==> config.mk <==
export PLATFORM = sky130hd
export DESIGN_NAME = instr_fetch_flat
export DESIGN_NICKNAME = d
export VERILOG_FILES = /design/src/rtl/instr_fetch_if.sv /design/src/rtl/instr_fetch.sv /design/src/flat_wrapper.sv
export SDC_FILE = /design/constraint.sdc
export NUM_CORES = 1
export LEC_CHECK = 0
export CAP_MARGIN = 20
export CORE_ASPECT_RATIO = 1.75
export CORE_MARGIN = 5
export CORE_UTILIZATION = 37
export CTS_CLUSTER_SIZE = 28
export DETAILED_ROUTE_END_ITERATION = 8
export GPL_ROUTABILITY_DRIVEN = 0
export MAX_ROUTING_LAYER = met4
export PLACE_DENSITY = 0.89
export SLEW_MARGIN = 20
export SYNTH_ARGS = -nofsm -noshare
export SYNTH_HDL_FRONTEND = slang
export SYNTH_SLANG_ARGS = --single-unit
==> constraint.sdc <==
create_clock -name clk -period 1.7 [get_ports clk]
set_input_delay 0.17 -clock clk [delete_from_list [all_inputs] [get_ports clk]]
set_output_delay 0.17 -clock clk [all_outputs]
set_load 0.03 [all_outputs]
==> src/rtl/instr_fetch_if.sv <==
// rtl/instr_fetch_if.sv - bus bundle between instruction fetch, ROM, redirect source and decoder
//
// Purpose: groups the ROM port, the redirect request and the IF/ID slot handshake.
// master modport = fetch stage, slave modport = surrounding pipeline/ROM.
//   instr_addr     fetch -> ROM      byte address (current pc)
//   instr_data     ROM -> fetch      word at instr_addr, same cycle
//   redirect_valid pipe -> fetch     take redirect_pc this cycle
//   redirect_pc    pipe -> fetch     redirect target byte address
//   out_valid      fetch -> decoder  slot holds an instruction
//   out_ready      decoder -> fetch  decoder accepts the slot
//   out_instr      fetch -> decoder  slot instruction
//   out_pc         fetch -> decoder  address of out_instr
//   out_pc_plus4   fetch -> decoder  out_pc + 4
//   fetch_err      fetch -> pipe     sticky misaligned-redirect flag
interface instr_fetch_if;
  logic [31:0] instr_addr;
  logic [31:0] instr_data;
  logic        redirect_valid;
  logic [31:0] redirect_pc;
  logic        out_valid;
  logic        out_ready;
  logic [31:0] out_instr;
  logic [31:0] out_pc;
  logic [31:0] out_pc_plus4;
  logic        fetch_err;

  modport master (
    output instr_addr,
    input  instr_data,
    input  redirect_valid,
    input  redirect_pc,
    output out_valid,
    input  out_ready,
    output out_instr,
    output out_pc,
    output out_pc_plus4,
    output fetch_err
  );

  modport slave (
    input  instr_addr,
    output instr_data,
    output redirect_valid,
    output redirect_pc,
    input  out_valid,
    output out_ready,
    input  out_instr,
    input  out_pc,
    input  out_pc_plus4,
    input  fetch_err
  );
endinterface

==> src/rtl/instr_fetch.sv <==
// rtl/instr_fetch.sv - fetch stage: program counter, ROM addressing and registered IF/ID slot
//
// Purpose: walks the pc through a combinational instruction ROM and captures each word into a
// single valid/ready slot for the decoder; accepts branch/jump redirects.
// Ports:
//   clk    rising-edge clock
//   reset  synchronous reset, active-low
//   bus    instr_fetch_if.master (ROM address/data, redirect, IF/ID slot, fetch_err)
module instr_fetch #(
  parameter logic [31:0] RESET_PC  = 32'h0000_0000,
  parameter int          ROM_DEPTH = 16,
  parameter logic [31:0] NOP_INSTR = 32'h0000_0013
) (
  input  logic           clk,
  input  logic           reset,
  instr_fetch_if.master  bus
);

  localparam logic [31:0] ROM_LIMIT = 32'(ROM_DEPTH * 4);

  typedef enum logic [1:0] {
    ST_RUN  = 2'd0,
    ST_HALT = 2'd1,
    ST_ERR  = 2'd2
  } state_t;

  state_t      state_q;
  logic [31:0] pc_q;
  logic        out_valid_q;
  logic [31:0] out_instr_q;
  logic [31:0] out_pc_q;
  logic        fetch_err_q;

  logic        in_range;
  logic        load;
  logic [31:0] pc_d;

  assign in_range = (pc_q < ROM_LIMIT);
  // A new word may enter the slot when it is empty or being drained this same cycle.
  assign load     = (state_q == ST_RUN) && in_range && (!out_valid_q || bus.out_ready);
  assign pc_d     = pc_q + 32'd4;

  always_ff @(posedge clk) begin
    if (!reset) begin
      state_q     <= ST_RUN;
      pc_q        <= RESET_PC;
      out_valid_q <= 1'b0;
      out_instr_q <= NOP_INSTR;
      out_pc_q    <= 32'd0;
      fetch_err_q <= 1'b0;
    end else if (state_q == ST_ERR) begin
      // Stuck until reset: no fetches, redirects ignored, slot already emptied on entry.
      state_q <= ST_ERR;
    end else if (bus.redirect_valid) begin
      // The slot belongs to the wrong path, so it is discarded even if the decoder is ready.
      out_valid_q <= 1'b0;
      out_instr_q <= NOP_INSTR;
      if (bus.redirect_pc[1:0] == 2'b00) begin
        pc_q    <= bus.redirect_pc;
        state_q <= ST_RUN;
      end else begin
        state_q     <= ST_ERR;
        fetch_err_q <= 1'b1;
      end
    end else begin
      if ((state_q == ST_RUN) && !in_range) begin
        state_q <= ST_HALT;
      end
      if (load) begin
        out_instr_q <= bus.instr_data;
        out_pc_q    <= pc_q;
        out_valid_q <= 1'b1;
        pc_q        <= pc_d;
      end else if (out_valid_q && bus.out_ready) begin
        out_valid_q <= 1'b0;
        out_instr_q <= NOP_INSTR;
      end
    end
  end

  assign bus.instr_addr   = pc_q;
  assign bus.out_valid    = out_valid_q;
  assign bus.out_instr    = out_instr_q;
  assign bus.out_pc       = out_pc_q;
  assign bus.out_pc_plus4 = out_pc_q + 32'd4;
  assign bus.fetch_err    = fetch_err_q;

endmodule

==> src/flat_wrapper.sv <==
// flat-port wrapper written by rule: the top's interface ports become plain ports
module instr_fetch_flat 
#(
  parameter logic [31:0] RESET_PC  = 32'h0000_0000,
  parameter int          ROM_DEPTH = 16,
  parameter logic [31:0] NOP_INSTR = 32'h0000_0013
)
  (clk, reset, bus_instr_addr, bus_instr_data, bus_redirect_valid, bus_redirect_pc, bus_out_valid, bus_out_ready, bus_out_instr, bus_out_pc, bus_out_pc_plus4, bus_fetch_err);
  instr_fetch_if bus_i ();
  input  logic clk;
  input  logic reset;
  output wire logic [$bits(bus_i.instr_addr)-1:0] bus_instr_addr;
  input wire logic [$bits(bus_i.instr_data)-1:0] bus_instr_data;
  input wire logic [$bits(bus_i.redirect_valid)-1:0] bus_redirect_valid;
  input wire logic [$bits(bus_i.redirect_pc)-1:0] bus_redirect_pc;
  output wire logic [$bits(bus_i.out_valid)-1:0] bus_out_valid;
  input wire logic [$bits(bus_i.out_ready)-1:0] bus_out_ready;
  output wire logic [$bits(bus_i.out_instr)-1:0] bus_out_instr;
  output wire logic [$bits(bus_i.out_pc)-1:0] bus_out_pc;
  output wire logic [$bits(bus_i.out_pc_plus4)-1:0] bus_out_pc_plus4;
  output wire logic [$bits(bus_i.fetch_err)-1:0] bus_fetch_err;
  assign bus_instr_addr = bus_i.instr_addr;
  assign bus_i.instr_data = bus_instr_data;
  assign bus_i.redirect_valid = bus_redirect_valid;
  assign bus_i.redirect_pc = bus_redirect_pc;
  assign bus_out_valid = bus_i.out_valid;
  assign bus_i.out_ready = bus_out_ready;
  assign bus_out_instr = bus_i.out_instr;
  assign bus_out_pc = bus_i.out_pc;
  assign bus_out_pc_plus4 = bus_i.out_pc_plus4;
  assign bus_fetch_err = bus_i.fetch_err;
  instr_fetch #(.RESET_PC(RESET_PC), .ROM_DEPTH(ROM_DEPTH), .NOP_INSTR(NOP_INSTR)) u_core (.clk(clk), .reset(reset), .bus(bus_i));
endmodule
# Yosys cells after proc, flatten, opt, wreduce, memory -nomap -nowiden
# Index checks and enable logic that the tools add are counted.
# op_classes
mux	13
shifts	0
n_mul	0
magnitude_cmp	1
reduce_logical	18
n_addsub	2
n_bitwise	4
n_div	0
eq_ne	2
# ops
operator	n
32-bit 2-to-1 mux	6
32-bit by 3-bit adder with 32-bit output, second input constant	2
32-bit by 7-bit less-than comparator with 1-bit output, second input constant	1
3-bit AND reduction	3
2-bit 2-to-1 mux	4
3-bit nonzero test	2
1-bit logical AND	4
2-bit zero test	2
1-bit inverter	4
2-bit nonzero test	2
1-bit 2-to-1 mux	3
2-bit equality test, second input constant	1
1-bit zero test	2
2-bit by 1-bit inequality test with 1-bit output, second input constant	1
2-bit AND reduction	1
2-bit OR reduction	1
1-bit logical OR	1
# totals
wordCells	47
in_bits	68
ramBits	0
rom_bits	0
latchBits	0
regBits	100
out_inout_bits	130
memories	0

# Depth between registers and ports, before layout
# depth
ltp_word	6
ltp_mapped	7
ltp_nobuf	6

# Least setup slack after synthesis
# No wires, ideal clock.
# synth_timing
path_type	register to output
from	register u_core.out_pc_q[4] (netlist: u_core.bus.out_pc[4])
to	output bus_out_pc_plus4[27]
stages_incl_launch_ff	7
setup_slack_ns	-0.577
required_time_ns	1.530
arrival_time_ns	2.107
path_cell_list	dfxtp_1 > and3_1 > nand3_1 > nand2b_1 > nor2_1 > nand3_1 > xnor2_1
# synth_via
elab_chain_len	1
# synth_lines
item	line	rtl
from (decl)	instr_fetch.sv:31	logic [31:0] out_pc_q;
from (signal assigned)	instr_fetch.sv:71	out_pc_q <= pc_q;
32-bit by 3-bit adder with 32-bit output	instr_fetch.sv:85	assign bus.out_pc_plus4 = out_pc_q + 32'd4;
to (decl)	flat_wrapper.sv:20	output wire logic [$bits(bus_i.out_pc_plus4)-1:0] bus_out_pc_plus4;
# Every way passes these cells.

# Final worst setup path
# layout_timing
from	register u_core.out_pc_q[10] (netlist: u_core.bus.out_pc[10])
to	output bus_out_pc_plus4[19]
# Same word-level chain as after synthesis.

==> results by group <==
Timing
  • Setup Total Neg Slack: -31.47 ns
  • Fin crit share: 1.23
  • RSZ-0062 raised after global routing: yes
  • Post-Route Skew: ~0.014 ns
  • Pins over their slew limit: 0
  • Fmax: just under 500 MHz
  • Final setup fails: between 100 and 150
  • Worst Tran Pin Value: about 0.57 ns
  • Final Hold Fails: 0
  • Max-slew headroom: 0.615
  • Crit path time final: about 2.1 ns
  • Post-route setup slack: -0.383 ns

Pwr
  • Max IR drop VDD: between 0.5 and 0.6 mV
  • Cell Pwr Density: slightly above 800 nW/um^2
  • P_leak: between 3 and 4 nW

Worst setup path
  • Slowest stage cell on the critical path: dfxtp_4
  • Crit. End Element: output port
  • Reg2reg setup slack: -0.37 ns
  • Setup CP Type: flip-flop to output port
  • CP peak stage delay: approximately 0.34 ns
  • Setup crit start kind: flip-flop
  • Worst Path Required: approximately 1.5 ns
  • CP max FO: 4
  • Cells along the critical path: and4_4 > and3_4 > nand2b_4 > buf_6 > nor2_4 > xor2_1 > buf_4
  • WP buf/inv: 2
  • Reg2Reg Depth: 9
  • Levels on crit path: 7
  • CP Data Arrival Time: 1.91 ns
  • Top cell family by delay on the critical path: simple AND/OR/NAND/NOR gates

Synthesis
  • Syn avg cell area: between 9 and 10 um^2
  • Number of synthesized flops with an enable pin: 0
  • Top-area cell type share of the netlist area: 0.493
  • Post-Synthesis Cells: 431
  • Prevailing post-synth register cell: dfxtp_1
  • Cell variety after synth: 42
  • Cell taking the most area after synthesis: dfxtp_1
  • Synth warn: 0
  • Seq/Total Area, Yosys: 0.493
  • Async set or reset register ratio after synthesis: 0
  • Synthesized area: 4060 um^2
  • Most numerous cell in the Yosys netlist: dfxtp_1
  • Synth Net Count: between 500 and 600
  • Synth Register Bits: 100
  • Synth top cells by count: dfxtp_1, nand2_1, a22o_1
  • Synth area leaders: dfxtp_1, a22o_1, xnor2_1

Clock tree
  • Clock Latency Late Sink: about 0.34 ns
  • Number of CTS-inserted buffers: 9
  • H-tree depth: 3
  • CTS Buffer Depth: 2
  • Clk sinks: 100
  • Cts-stage hold buffer count: 0
  • CTS tree: yes
  • Clock-pin transition on the worst setup and hold timing paths: 0.07 ns
  • CTS root buf: clkbuf_16

Die
  • Starting density of the core: 0.378
  • I/O pin cnt: between 150 and 200
  • Die H: ~150 um
  • Core ar.: between 10000 and 15000 um^2
  • Rows: 50
  • Total die area: 13300 um^2
  • Die X: 89.2 um

Drt
  • DR vias/cell: 5.51
  • DRC: 0
  • DR pass1 iterations: 5
  • Wire length per cell: 21.9 um
  • Post-Route WL: between 15 and 20 mm
  • Via Count: 4812
  • 1st-iter DRT viols: 210
  • Antenna Violating Nets Remaining: 0

Global route
  • Largest net degree at the start of global routing: 31
  • Gr usage total: 0.278
  • GRT Residual Overflow: 0
  • Vias in the first global route: around 5200
  • First-pass GRT wire length: about 27 mm
  • Initial antenna violation count: 0

Place
  • Hpwl dp: 11.8 mm
  • Pre-CTS setup slack: -0.351 ns
  • Buffers added on ports: ~200

Status
  • Violated checks: setup timing
  • Status: finished with violations

Hold path
  • Hold-critical path depth: 3
  • Worst min-delay path class: primary input to flip-flop

Finish
  • Core Util, Final: 0.805
  • Area Growth Syn to Fin: 113%
  • Nets: about 800
  • Share of layout cells above drive strength 1: 0.429
  • N_diodes: 0

Run
  • Maxcap violations: 0
[repair_timing]
action	CTS	global route
resized for setup	122	96
buffers inserted	17	8
endpoints found under the setup margin	127	139
pin swaps	58	64
gates cloned	15	1
[power by group]
part	switching [mW]	total, mW	internal (mW)
registers	0.109	2.56	2.45
clock network	0.915	2.25	1.34
logic	1.09	2.26	1.17
[state kept, by name (all words and copies together) (netlist names)]
name	flops
u_core.bus.instr_addr	32
u_core.bus.out_instr	32
u_core.bus.out_pc	32
u_core.state_q	2
u_core.bus.fetch_err	1
u_core.bus.out_valid	1
[kinds of logic (layout without fill, tap and decap cells)]
kind of cell | Yosys count | count (layout) | synth area share
buffers and inverters | 35 | 344 | 0.0366
multiplexers | 11 | 11 | 0.0271
AO/OA/AOI/OAI | 78 | 78 | 0.147
AND/OR/NAND/NOR | 177 | 180 | 0.230
XOR/XNOR | 28 | 28 | 0.0604
flip-flops | 100 | 100 | 0.493
adder cells (fa/ha/maj) | 2 | 2 | 0.00616
[routing by layer]
metal,routed length (um),track usage
met5,0,-
met2,10600,0.491
met1,6400,0.276
met3,1330,0.0582
met4,826,0.147
[worst min-delay path, cell delays in order]
cell             delay (ns)
clkdlybuf4s50_1        0.40
nand4_1                0.08
o21ai_1                0.06
[area by class of cell]
class,count,area [um^2]
timing repair buffer,319,3350
multi-input combinational,299,2680
sequential,100,2100
fill,603,2100
clock buffer,13,283
tap,130,163
clock inverter,3,50.0
inverter,9,33.8
[path summary, 6_finish.rpt]
| check | to | start |
|---|---|---|
| setup / recovery | bus_out_pc_plus4[19] | u_core.bus.out_pc[10] |
| hold / removal | u_core.bus.instr_addr[11] | bus_redirect_pc[11] |
| setup reg to reg | u_core.bus.out_instr[29] | u_core.bus.instr_addr[9] |
| hold reg to reg | u_core.bus.out_instr[22] | u_core.bus.out_instr[22] |
[layout by cell type, fill, tap and decap left out, types with 4 or more instances in the layout]
cell type / count
nor2_4: 11
a211oi_2: 4
dfxtp_4: 19
clkbuf_16: 11
xnor2_4: 9
o21ai_1: 16
clkdlybuf4s50_1: 139
dfxtp_2: 25
buf_4: 78
inv_1: 9
xnor2_2: 9
nor2_2: 4
a22o_1: 31
nand2_4: 7
nand2_2: 4
xnor2_1: 6
buf_12: 13
dfxtp_1: 56
and3_1: 6
nand3_4: 10
buf_16: 7
and2_1: 8
nor2_1: 19
dlymetal6s2s_1: 18
mux2i_1: 10
dlygate4sd2_1: 12
nand2_1: 28
buf_6: 48
and2_4: 21
a21oi_1: 8
nor4_1: 7
nand4_1: 21
nand3_1: 7
[through the flow]
stage / instance area, um^2 / hold slack, ns / cells / power, mW
floorplan: 4550 / 0.295 / 431 / 3.35
global placement: 7190 / 0.436 / 820 / 4.06
detailed placement: 7190 / 0.443 / 820 / 4.11
CTS: 8330 / 0.393 / 867 / 6.96
global route: 8660 / 0.400 / 873 / 7.30
finish: 8660 / 0.407 / 873 / 7.07
Note: power is estimated with default switching activity, not from simulation.
